### src/rtl/rv_wb_pkg.sv
// rtl/rv_wb_pkg.sv - shared constants for the RV32I write-back stage
package rv_wb_pkg;

    localparam int XLEN = 32;

    localparam logic [2:0] F3_LB  = 3'b000;
    localparam logic [2:0] F3_LH  = 3'b001;
    localparam logic [2:0] F3_LW  = 3'b010;
    localparam logic [2:0] F3_LBU = 3'b100;
    localparam logic [2:0] F3_LHU = 3'b101;

    localparam int WB_REGWRITE = 0;
    localparam int WB_MEMTOREG = 1;

endpackage

### src/rtl/wb_stage_load_align.sv
// rtl/wb_stage_load_align.sv - extracts, sign/zero-extends load data and flags misalignment
module load_align
    import rv_wb_pkg::*;
(
    input  logic [2:0]      funct3,
    input  logic [1:0]      off,
    input  logic [XLEN-1:0] rdata,
    output logic [XLEN-1:0] data,
    output logic            misaligned
);

    logic [7:0]  byte_sel;
    logic [15:0] half_sel;

    always_comb begin
        case (off)
            2'd0:    byte_sel = rdata[7:0];
            2'd1:    byte_sel = rdata[15:8];
            2'd2:    byte_sel = rdata[23:16];
            default: byte_sel = rdata[31:24];
        endcase
        half_sel = off[1] ? rdata[31:16] : rdata[15:0];
    end

    // Unknown funct3 values fall back to a full-word read that is never misaligned.
    always_comb begin
        data       = rdata;
        misaligned = 1'b0;
        case (funct3)
            F3_LB: data = {{24{byte_sel[7]}}, byte_sel};
            F3_LBU: data = {24'd0, byte_sel};
            F3_LH: begin
                data       = {{16{half_sel[15]}}, half_sel};
                misaligned = off[0];
            end
            F3_LHU: begin
                data       = {16'd0, half_sel};
                misaligned = off[0];
            end
            F3_LW: misaligned = (off != 2'd0);
            default: ;
        endcase
    end

endmodule

### src/rtl/wb_stage.sv
// rtl/wb_stage.sv - MEM/WB latch, load alignment, register-bank write port and retire counter
module wb_stage #(
    parameter int XLEN  = 32,
    parameter int CNT_W = 32
) (
    input  logic             clk,
    input  logic             rst,
    input  logic             mem_valid_in,
    input  logic             stall_in,
    input  logic [1:0]       crt_wb_in,
    input  logic [2:0]       funct3_in,
    input  logic [XLEN-1:0]  alu_result_in,
    input  logic [XLEN-1:0]  mem_rdata_in,
    input  logic [4:0]       rd_in,
    output logic [XLEN-1:0]  write_data,
    output logic [4:0]       write_reg,
    output logic             reg_write,
    output logic             misalign_err,
    output logic [CNT_W-1:0] retired_count
);
    import rv_wb_pkg::*;

    logic             valid_q, valid_d;
    logic [1:0]       crt_q, crt_d;
    logic [2:0]       f3_q, f3_d;
    logic [XLEN-1:0]  alu_q, alu_d;
    logic [XLEN-1:0]  rdata_q, rdata_d;
    logic [4:0]       rd_q, rd_d;
    logic             misalign_err_q, misalign_err_d;
    logic [CNT_W-1:0] retired_count_q, retired_count_d;

    logic [XLEN-1:0]  load_data;
    logic             load_mis;
    logic             mis;
    logic             retire;

    load_align u_load_align (
        .funct3     (f3_q),
        .off        (alu_q[1:0]),
        .rdata      (rdata_q),
        .data       (load_data),
        .misaligned (load_mis)
    );

    always_comb begin
        valid_d = valid_q;
        crt_d   = crt_q;
        f3_d    = f3_q;
        alu_d   = alu_q;
        rdata_d = rdata_q;
        rd_d    = rd_q;
        if (!stall_in) begin
            valid_d = mem_valid_in;
            crt_d   = crt_wb_in;
            f3_d    = funct3_in;
            alu_d   = alu_result_in;
            rdata_d = mem_rdata_in;
            rd_d    = rd_in;
        end
    end

    // An instruction retires once, on the edge that lets it leave the latch.
    always_comb begin
        mis             = crt_q[WB_MEMTOREG] & load_mis;
        retire          = valid_q & ~stall_in;
        retired_count_d = retired_count_q + CNT_W'(retire);
        misalign_err_d  = misalign_err_q | (retire & mis);
    end

    always_ff @(posedge clk) begin
        if (!rst) begin
            valid_q         <= 1'b0;
            crt_q           <= '0;
            f3_q            <= '0;
            alu_q           <= '0;
            rdata_q         <= '0;
            rd_q            <= '0;
            misalign_err_q  <= 1'b0;
            retired_count_q <= '0;
        end else begin
            valid_q         <= valid_d;
            crt_q           <= crt_d;
            f3_q            <= f3_d;
            alu_q           <= alu_d;
            rdata_q         <= rdata_d;
            rd_q            <= rd_d;
            misalign_err_q  <= misalign_err_d;
            retired_count_q <= retired_count_d;
        end
    end

    always_comb begin
        write_data    = crt_q[WB_MEMTOREG] ? load_data : alu_q;
        write_reg     = rd_q;
        reg_write     = valid_q & crt_q[WB_REGWRITE] & (rd_q != 5'd0) & ~mis;
        misalign_err  = misalign_err_q;
        retired_count = retired_count_q;
    end

endmodule

### config.mk
export PLATFORM = sky130hd
export DESIGN_NAME = wb_stage
export DESIGN_NICKNAME = d
export VERILOG_FILES = /design/src/rtl/rv_wb_pkg.sv /design/src/rtl/wb_stage_load_align.sv /design/src/rtl/wb_stage.sv
export SDC_FILE = /design/constraint.sdc
export NUM_CORES = 1
export LEC_CHECK = 0
export ABC_AREA = 1
export ABC_CLOCK_PERIOD_IN_PS = 2100
export BUFFER_PORTS_ARGS = -buffer_cell sky130_fd_sc_hd__buf_4
export CAP_MARGIN = 5
export CORE_UTILIZATION = 48
export DETAILED_ROUTE_END_ITERATION = 7
export GPL_TIMING_DRIVEN = 0
export PLACE_DENSITY = 0.77
export SKIP_CTS_REPAIR_TIMING = 1
export SYNTH_ARGS = -nofsm -noshare
export SYNTH_HDL_FRONTEND = slang
export SYNTH_HIERARCHICAL = 1
export SYNTH_SLANG_ARGS = --single-unit
export TNS_END_PERCENT = 5
### constraint.sdc
create_clock -name clk -period 2.1 [get_ports clk]
set_clock_uncertainty 0.2 [all_clocks]
set_input_delay 0.63 -clock clk [delete_from_list [all_inputs] [get_ports clk]]
set_output_delay 0.63 -clock clk [all_outputs]
set_load 0.01 [all_outputs]
# After elaboration in Yosys (flattened, before gate mapping)
# Cells that the tools add are included.
[totals]
register_bits = 108
memories = 0
rom_bits = 0
latchBits = 0
in_bits = 78
output_inout_bits = 71
wordCells = 34
mem_bits_rw = 0
[classes]
addsub = 1
eq_ne = 6
magnitude_cmp = 0
bitwise = 9
muxes = 5
n_reduce_logical = 5
n_shift = 0
mul = 0
div_mod_pow = 0
[op_table]
columns = ["op", "count"]
rows = [
  ["one-hot mux 32 bit (4 select lines)", 1],
  ["adder 32 x 1 -> 32 bit", 1],
  ["two-way mux 32 bit", 1],
  ["one-hot mux 8 bit (3 select lines)", 1],
  ["two-way mux 16 bit", 1],
  ["bitwise AND 1 bit", 6],
  ["== test 3 bit (second input constant)", 2],
  ["nonzero test 5 bit", 1],
  ["== test 3 x 1 -> 1 bit (second input constant)", 1],
  ["== test 3 x 2 -> 1 bit (second input constant)", 1],
  ["zero test 3 bit", 1],
  ["== test 2 x 1 -> 1 bit (second input constant)", 1],
  ["== test 2 bit (second input constant)", 1],
  ["zero test 2 bit", 1],
  ["NOT 1 bit", 2],
  ["one-hot mux 1 bit (2 select lines)", 1],
  ["nonzero test 2 bit", 1],
  ["OR reduction 2 bit", 1],
  ["OR 1 bit", 1],
]

# Longest topological paths before layout
# Gate-level depths: netlist (run 1).
[depth]
word_depth = 6
ltp_mapped = 11
depth_no_buf = 11

# Modules after synthesis
# The synthesis (run 1) kept the hierarchy.
[by_module_without_submodules]
columns = ["module", "area_per_inst_um2", "cells_per_inst", "instances", "seq_area_each_um2"]
rows = [
  ["wb_stage", 4625.7, 659, 1, 2162.1],
  ["load_align", 960.9, 196, 1, 0.0],
]

# Least setup slack after synthesis (run 1)
# No wires, ideal clock.
[synth_path]
path_type = "in2reg"
startpoint = "in stall_in"
endpoint = "reg retired_count_q[20] (netlist: retired_count[20])"
slack_ps = -163
t_arrival_ps = 1948
required_ps = 1785
path_buffers = 1
path_stages = 11
setup_ps = 115
path_cell_list = "buf_2 nor2_1 ha_1 ha_1 nand2_1 nor2_2 nand2_4 nor2_4 nand3_1 nand2_1 nor2_1"
[synth_via]
elab_chain_len = 3
[synth_rtl]
columns = ["element", "line_no", "source"]
rows = [
  ["start: declaration", "wb_stage.sv:9", "input logic stall_in,"],
  ["NOT 1 bit", "wb_stage.sv:65", "retire = valid_q & ~stall_in;"],
  ["bitwise AND 1 bit", "wb_stage.sv:65", ""],
  ["adder 32 x 1 -> 32 bit", "wb_stage.sv:66", "retired_count_d = retired_count_q + CNT_W'(retire);"],
  ["end signal: assignment", "wb_stage.sv:88", "retired_count_q <= retired_count_d;"],
  ["end: declaration", "wb_stage.sv:30", "logic [CNT_W-1:0] retired_count_q, retired_count_d;"],
]
# No other way between the ends.
# A chain may end at the register's enable or synchronous reset.

# Worst setup path after layout (run 1)
[layout_path]
startpoint = "reg alu_q[1]"
endpoint = "out write_data[7]"
[layout_via]
elab_chain_len = 4
elab_cells_between_ends = 7
classes_between = "2 x eq/ne; 4 x mux; 1 x reduce/logical"
[layout_rtl]
columns = ["element", "line_no", "source"]
rows = [
  ["start: declaration", "wb_stage.sv:26", "logic [XLEN-1:0] alu_q, alu_d;"],
  ["start signal: assignment", "wb_stage.sv:84", "alu_q <= alu_d;"],
  ["== test 2 bit, or another cell as far along", "wb_stage_load_align.sv:16", "case (off)"],
  ["one-hot mux 8 bit (3 select lines)", "wb_stage_load_align.sv:16", ""],
  ["one-hot mux 32 bit (4 select lines) *", "wb_stage_load_align.sv:29", "case (funct3)"],
  ["net load_data[7]", "wb_stage.sv:32", "logic [XLEN-1:0] load_data;"],
  ["two-way mux 32 bit *", "wb_stage.sv:93", "write_data = crt_q[WB_MEMTOREG] ? load_data : alu_q;"],
  ["end: declaration", "wb_stage.sv:15", "output logic [XLEN-1:0] write_data,"],
]
# The timed path passes the listed nets; every way through them passes the cells marked *.

==> impl_results.rst, run 1 <==
.. list-table::
   :header-rows: 1

   * - Metric
     - Value
   * - Classification of the worst-slack hold path
     - register to register
   * - Worst Path Required
     - 1270 ps
   * - Critical path origin
     - alu_q[1]
   * - Mapped cell area
     - approximately 5600 um^2
   * - Critical path fanouts, max
     - 10
   * - Number of CTS-inserted buffers
     - 9
   * - Reg2Reg Launch Point
     - valid_q
   * - Result of the run
     - finished with violations
   * - Quantity of I/O buffers inserted on ports
     - between 100 and 150
   * - Leak Pwr
     - 3.39 nW
   * - Number of H-tree branching levels
     - 3
   * - Crit path launch type
     - register
   * - Final setup violation count
     - 33
   * - Seq/Total Area, Yosys
     - 0.387
   * - Buffer depth of the longest clock path
     - 2
   * - Multiplexer area fraction after synthesis
     - 0
   * - Violations in the final reports
     - setup timing
   * - Pwr/cell area
     - 647 nW/um^2
   * - Cells on worst reg2reg path
     - 11
   * - I/O pin count
     - 149
   * - Fraction of the cycle the final worst path needs
     - 1.29
   * - Filler cell count
     - a little over 1000
   * - Yosys top cell area share
     - 0.387
   * - Root Buffer
     - clkbuf_16
   * - Maximum capacitance violations
     - 0
   * - Net count after synthesis
     - 936
   * - Die area
     - 12100 um^2
   * - Cell Area, Placed
     - between 6000 and 7000 um^2
   * - Core Footprint
     - about 11000 um^2
   * - Final Worst Setup Slack
     - -616 ps
   * - Part of the total power dissipated in combinational logic
     - 0.194
   * - HPWL after DPL
     - 13.0 mm
   * - Via count of the first global-routing pass
     - between 5000 and 6000
   * - Fraction of the mapped netlist area in adder cells
     - 0.00672
   * - Largest net degree at the start of global routing
     - 17
   * - Dpl ws
     - -338 ps
   * - Number of vias per cell after detailed routing
     - 5.22
   * - Crit path largest cell delay
     - 360 ps
   * - Final weighted congestion in routability-driven placement
     - 0.949
   * - Synth warnings
     - 6
   * - Number of antenna violations at the first check in global routing
     - 0
   * - Number of antenna-violating nets in the routed design
     - 0
   * - Gate Count Post-Synth
     - between 800 and 900
   * - Crit path time final
     - between 2000 and 3000 ps
   * - 1st-iter DRT viols
     - around 440
   * - First-pass iteration count of the detailed router
     - 5
   * - Share of post-route cells with drive strength above 1
     - 0.263
   * - Final Slew Violations
     - 0
   * - Average footprint of a synthesized cell
     - 6.53 um^2
   * - Clock input transition at the sequential cells of the worst setup and hold paths
     - 60 ps
   * - Routed via count
     - ~6100
   * - Cell with the biggest individual delay on the critical path
     - dfxtp_2
   * - Part of the total power dissipated in sequential elements
     - 0.458
   * - WL final
     - around 17 mm
   * - Share of power burned in the clock network
     - 0.348
   * - Slew at the pin with the worst max-slew slack
     - 666 ps
   * - Site Rows
     - 39
   * - Most common cell on crit path
     - buf_8
   * - Setup slack of the most critical reg-to-reg path
     - 70 ps
   * - Final core utilization
     - 0.664
   * - Chip height
     - ~110 um
   * - Combined global-route utilization of all metal layers
     - 0.285
   * - Internal power contribution
     - 3.54 mW
   * - Worst r2r dst
     - retired_count[30]
   * - Setup repair after global routing missed its margin
     - yes
   * - Type of element capturing the critical path
     - primary output
   * - Destination of the worst hold path
     - alu_q[9]
   * - Max-slew headroom at the worst pin
     - 0.556
   * - Routed length per instance
     - 14.8 um
   * - Xor and xnor area share after synthesis
     - 0.00627
   * - Die Width
     - roughly 110 um
   * - Post-synth top area cell
     - dfxtp_1
   * - Total chip power
     - 4.89 mW
   * - Synth top area cells
     - dfxtp_1, nand2_1, nor2_1
   * - Synth Area in Simple Gates
     - 0.349
   * - Synthesized flop and latch total
     - 108
   * - Fmax achieved
     - 0.368 GHz
   * - Final-stage net count
     - 1107
   * - Arrival time of data at the critical path endpoint
     - about 1900 ps
   * - Path type of the worst setup path
     - register to primary output
   * - Cell chain of the critical path
     - buf_12 -> inv_4 -> buf_8 -> buf_8 -> o211ai_1 -> nand3_1 -> nand2_1 -> o21ai_1 -> buf_4
   * - Global-route wire length before repair
     - 26.2 mm
   * - Initial Utilization
     - 0.491
   * - Number of distinct library cell variants in the gate-level netlist after synthesis
     - 35
   * - Total DRC errors in the routed layout
     - 0
   * - Final Instance Area
     - approximately 7600 um^2
   * - Clock tree from TritonCTS
     - built
   * - Worst vdd rail ir drop
     - 0.346 mV
   * - Signed area change from the synthesized netlist to the final layout
     - 35.2%
   * - Sw power
     - 1.35 mW
   * - Sink count of the clock tree
     - 108
   * - # diodes
     - 0
   * - Fraction of power spent switching nets
     - 0.276
   * - Compound-gate portion of the synthesized area
     - 0.168
   * - Largest family of logic cells by synthesized area
     - simple AND/OR/NAND/NOR gates
   * - Beginning of the worst hold path
     - alu_q[9]
   * - Hold depth
     - 2
   * - Skew-Pair Late Insertion Delay
     - roughly 350 ps
   * - Hold Violations, Final
     - 0
   * - Total grt overflow
     - 0
synthesized netlist by cell type:
cell type	count
buf_6	5
nand3b_1	1
nand3_4	1
nor2_8	1
or2_4	1
o211ai_1	5
a31oi_1	1
nor2_1	174
and3_1	1
nor3_1	2
dfxtp_1	108
nand3_2	6
nand3_1	52
o31ai_1	1
inv_1	55
a21oi_1	50
buf_4	3
xor2_1	3
and2_1	4
nand2_1	182
nand4_1	2
a21o_2	1
buf_2	14
or2_1	1
nor2_2	10
nand2_2	6
clkbuf_1	24
clkinv_1	2
o21ai_0	124
inv_2	3
o21a_1	1
nand2_4	2
xnor2_1	1
ha_1	3
nor2_4	5
final cells by class:
cell class              instances  area, um^2  share of cell area
plain buffers                  46         289              0.0383
clock buffers                  12         246              0.0326
clock inverters                 3        46.3             0.00613
inverters                      60         233              0.0308
multi-input cells             641        3170               0.419
flip-flops and latches        108        2170               0.287
well taps                     143         179              0.0237
repair buffers                160        1230               0.162
cells in the final DEF, fill, tap and decap left out, types with 4 or more instances in the layout:
| master | synthesis | layout |
|---|---|---|
| nand2_1 | 182 | 169 |
| nor2_1 | 174 | 168 |
| buf_4 | 3 | 158 |
| dfxtp_1 | 108 | 104 |
| o21ai_0 | 124 | 100 |
| inv_1 | 55 | 55 |
| a21oi_1 | 50 | 50 |
| nand3_1 | 52 | 44 |
| clkbuf_1 | 24 | 25 |
| o21ai_1 | 0 | 19 |
| nand2_2 | 6 | 17 |
| nor2_4 | 5 | 12 |
| buf_2 | 14 | 12 |
| nand3_2 | 6 | 12 |
| clkbuf_16 | 0 | 10 |
| nor2_2 | 10 | 9 |
| buf_6 | 5 | 6 |
| o21ai_2 | 0 | 5 |
| o211ai_1 | 5 | 5 |
| and2_1 | 4 | 4 |
metal layers:
metal	part of all wire	track usage	vias to the layer above	routed length [um]
met1	0.44	0.368	2775	7720
met4	0.026	0.122	0	457
met5	0	0	-	0
met3	0.079	0.0605	33	1370
met2	0.45	0.458	224	7870
li1	-	-	3086	-
worst max-delay path: cells and delay by family (launching register included):
family	cells	cell delay (ps)
buf+inv	5	650
flops	1	360
compound gates	2	280
simple gates	2	240
how the worst max path moves through the flow:
| stage | end | slack [ps] |
|---|---|---|
| floorplan | write_data[10] | -4 |
| global placement | write_data[0] | -330 |
| detailed placement | write_data[0] | -340 |
| CTS | write_data[0] | -720 |
| global route | write_data[7] | -700 |
| finish | write_data[7] | -620 |
cells by family (layout without fill, tap and decap cells):
logic type	after synthesis	after routing
AOI/OAI and AO/OA	183	183
xor gates and xnor gates	4	4
adders and majority gates	3	3
buffers and inverters	106	281
DFF	108	108
and+or+nand+nor	451	451
stage by stage:
stage | instances | hold slack [ps] | TNS [ps]
finish | 1173 | 254 | -18450
global route | 1173 | 274 | -21100
CTS | 1159 | 251 | -21730
detailed placement | 1144 | 240 | -11630
global placement | 1144 | 236 | -11020
floorplan | 855 | 228 | -17.8
power groups by stage:
stage | logic [mW] | clock network [mW] | registers [mW]
5_1_grt | 1.05 | 1.81 | 2.24
3_5_place_dp | 0.831 | 0 | 2.27
2_1_floorplan | 0.481 | 0 | 2.25
6_report | 0.948 | 1.70 | 2.24
4_1_cts | 0.835 | 1.73 | 2.23
3_3_place_gp | 0.823 | 0 | 2.27
(Power assumes the default switching activity.)
==> run 2, diff against run 1 <==
--- a/config.mk
+++ b/config.mk
@@ -6,13 +6,13 @@
 export NUM_CORES = 1
 export LEC_CHECK = 0
 export ABC_AREA = 1
-export ABC_CLOCK_PERIOD_IN_PS = 2100
+export ABC_CLOCK_PERIOD_IN_PS = 3340
 export BUFFER_PORTS_ARGS = -buffer_cell sky130_fd_sc_hd__buf_4
 export CAP_MARGIN = 5
-export CORE_UTILIZATION = 48
+export CORE_UTILIZATION = 57
 export DETAILED_ROUTE_END_ITERATION = 7
 export GPL_TIMING_DRIVEN = 0
-export PLACE_DENSITY = 0.77
+export PLACE_DENSITY = 0.86
 export SKIP_CTS_REPAIR_TIMING = 1
 export SYNTH_ARGS = -nofsm -noshare
 export SYNTH_HDL_FRONTEND = slang
==> constraint.sdc (replaced) <==
create_clock -name clk -period 3.34 [get_ports clk]
set_clock_uncertainty 0.2 [all_clocks]
set_input_delay 1.002 -clock clk [delete_from_list [all_inputs] [get_ports clk]]
set_output_delay 1.002 -clock clk [all_outputs]
set_load 0.01 [all_outputs]
==> run 2 against run 1 <==
  * The run now ends clean
  * Total power decreased by 44%
  * Final area down 6.7%
  * Register-to-register slack better by 1000 ps
==> impl_results.rst, run 2 (synthesis results as in run 1) <==
.. list-table::
   :header-rows: 1

   * - Metric
     - Value
   * - Total grt overflow
     - 0
   * - Global-route wire length before repair
     - between 20 and 30 mm
   * - Most common cell on crit path
     - nand2_1
   * - Final Instance Area
     - 7050 um^2
   * - Signed area change from the synthesized netlist to the final layout
     - 26.2%
   * - Crit path time final
     - 3270 ps
   * - Fraction of the cycle the final worst path needs
     - 0.980
   * - Initial Utilization
     - 0.596
   * - Via count of the first global-routing pass
     - 5520
   * - HPWL after DPL
     - approximately 13 mm
   * - Die Width
     - 101 um
   * - Critical path fanouts, max
     - 10
   * - Routed via count
     - 6160
   * - Final-stage net count
     - roughly 1100
   * - Clock input transition at the sequential cells of the worst setup and hold paths
     - approximately 110 ps
   * - Total DRC errors in the routed layout
     - 0
   * - Worst vdd rail ir drop
     - around 0.27 mV
   * - Arrival time of data at the critical path endpoint
     - 2070 ps
   * - 1st-iter DRT viols
     - between 400 and 500
   * - Root Buffer
     - clkbuf_8
   * - Classification of the worst-slack hold path
     - register to register
   * - Hold depth
     - 2
   * - Max-slew headroom at the worst pin
     - 0.617
   * - Beginning of the worst hold path
     - alu_q[12]
   * - Number of H-tree branching levels
     - 3
   * - Fraction of power spent switching nets
     - 0.312
   * - Site Rows
     - 35
   * - Setup slack of the most critical reg-to-reg path
     - 1090 ps
   * - Number of gates on the worst path with buffers counted
     - 11
   * - Top Family by Delay on Critical Path
     - simple AND/OR/NAND/NOR gates
   * - Clock tree from TritonCTS
     - built
   * - Dpl ws
     - 332 ps
   * - Reg2Reg Launch Point
     - valid_q
   * - Chip height
     - 101 um
   * - Leak Pwr
     - around 3.2 nW
   * - Final setup violation count
     - 0
   * - WL final
     - 17.4 mm
   * - Final Worst Setup Slack
     - between 60 and 70 ps
   * - Crit path largest cell delay
     - 350 ps
   * - Maximum capacitance violations
     - 0
   * - Cell chain of the critical path
     - buf_6 -> inv_2 -> nand2_1 -> nand2_1 -> nand3_2 -> nand3_4 -> buf_8 -> nand3_1 -> nand2_1 -> o21ai_0 -> buf_4
   * - First-pass iteration count of the detailed router
     - 5
   * - Quantity of I/O buffers inserted on ports
     - 146
   * - Sink count of the clock tree
     - ~110
   * - GR Layer Usage met3
     - 0.0465
   * - Worst Path Required
     - 2140 ps
   * - Highest-count cells in the layout ignoring fill and taps
     - nand2_1, nor2_1, buf_4, o21ai_0, dfxtp_1
   * - Number of antenna-violating nets in the routed design
     - 0
   * - Skew-Pair Late Insertion Delay
     - between 300 and 400 ps
   * - Number of antenna violations at the first check in global routing
     - 0
   * - Routing layer with the top usage in global route
     - met2
   * - I/O pin count
     - between 100 and 150
   * - Internal power contribution
     - 1.87 mW
   * - Final weighted congestion in routability-driven placement
     - 1.03
   * - Result of the run
     - complete, no violations
   * - Worst r2r dst
     - retired_count[14]
   * - Number of vias per cell after detailed routing
     - 5.38
   * - Share of post-route cells with drive strength above 1
     - 0.218
   * - Final Slew Violations
     - 0
   * - Largest net degree at the start of global routing
     - 21
   * - Part of the total power dissipated in sequential elements
     - 0.515
   * - Fmax achieved
     - 0.305 GHz
   * - Pwr/cell area
     - between 300 and 400 nW/um^2
   * - Cell with the biggest individual delay on the critical path
     - dfxtp_2
   * - Part of the total power dissipated in combinational logic
     - 0.196
   * - Core Footprint
     - 9370 um^2
   * - Slew at the pin with the worst max-slew slack
     - 574 ps
   * - Number of CTS-inserted buffers
     - 9
   * - Sw power
     - 0.850 mW
   * - Routed length per instance
     - 15.2 um
   * - Met1 Usage GRT
     - 0.496
   * - Crit path launch type
     - register
   * - Setup total negative slack
     - 0 ps
   * - # diodes
     - 0
   * - Cell Area, Placed
     - just under 7000 um^2
   * - Path type of the worst setup path
     - register to primary output
   * - Die area
     - 10200 um^2
   * - Hold Violations, Final
     - 0
   * - Buffer depth of the longest clock path
     - 2
   * - Destination of the worst hold path
     - alu_q[12]
   * - Type of element capturing the critical path
     - primary output
   * - Met2 usage in global routing
     - 0.528
   * - Combined global-route utilization of all metal layers
     - 0.346
   * - Share of power burned in the clock network
     - 0.288
   * - Buffer and inverter count on the worst path
     - 4
   * - Cells on worst reg2reg path
     - 10
   * - Commonest non-fill, non-tap cell in the layout
     - nand2_1
   * - Setup repair after global routing missed its margin
     - yes
-- run 2: stage by stage --
stage	instances	total power, mW	util	hold WS, ps
finish	1146	2.72	0.752	261
global placement	1130	1.94	0.730	238
floorplan	855	1.71	-	228
CTS	1146	2.72	0.751	260
global route	1146	2.84	0.752	276
detailed placement	1130	1.95	0.730	245
-- run 2: worst max-delay path by stage --
stage              from                 to  slack (ps)
2_1_floorplan  stall_in  retired_count[20]         710
3_3_place_gp   stall_in  retired_count[30]         350
3_5_place_dp   stall_in  retired_count[30]         330
4_1_cts        alu_q[1]     write_data[16]         100
5_1_grt        alu_q[1]     write_data[31]         -30
6_report       alu_q[1]     write_data[12]          70
-- run 2: final cells by class --
cell class	instances	area (um^2)
multi-input combinational	641	2970
fill	825	2320
sequential	108	2160
timing repair buffer	146	1100
buffer	46	243
inverter	60	225
tap	129	161
clock buffer	9	124
clock inverter	7	68.8
-- run 2: metal layers --
layer  share of wire  vias to the layer above
met3           0.078                       40
met1            0.45                     2784
met2            0.44                      274
met5               0                        -
met4           0.027                        0
li1                -                     3062
-- run 2: power groups by stage --
stage | combinational [mW] | sequential (mW) | clock (mW)
after global routing | 0.588 | 1.41 | 0.841
after floorplan | 0.300 | 1.41 | 0
after global placement | 0.515 | 1.43 | 0
after detailed placement | 0.523 | 1.43 | 0
after CTS | 0.525 | 1.40 | 0.790
final | 0.534 | 1.40 | 0.785
-- run 2: worst reg2reg max path, stage by stage (launching register included) --
cell     delay [ps]
dfxtp_1         400
inv_1            70
nor2_1          250
ha_1            240
ha_1            170
nand2_1         110
nor2_1          160
nand2_1         130
nor2_4          230
and2_1          160
nor2_1           40
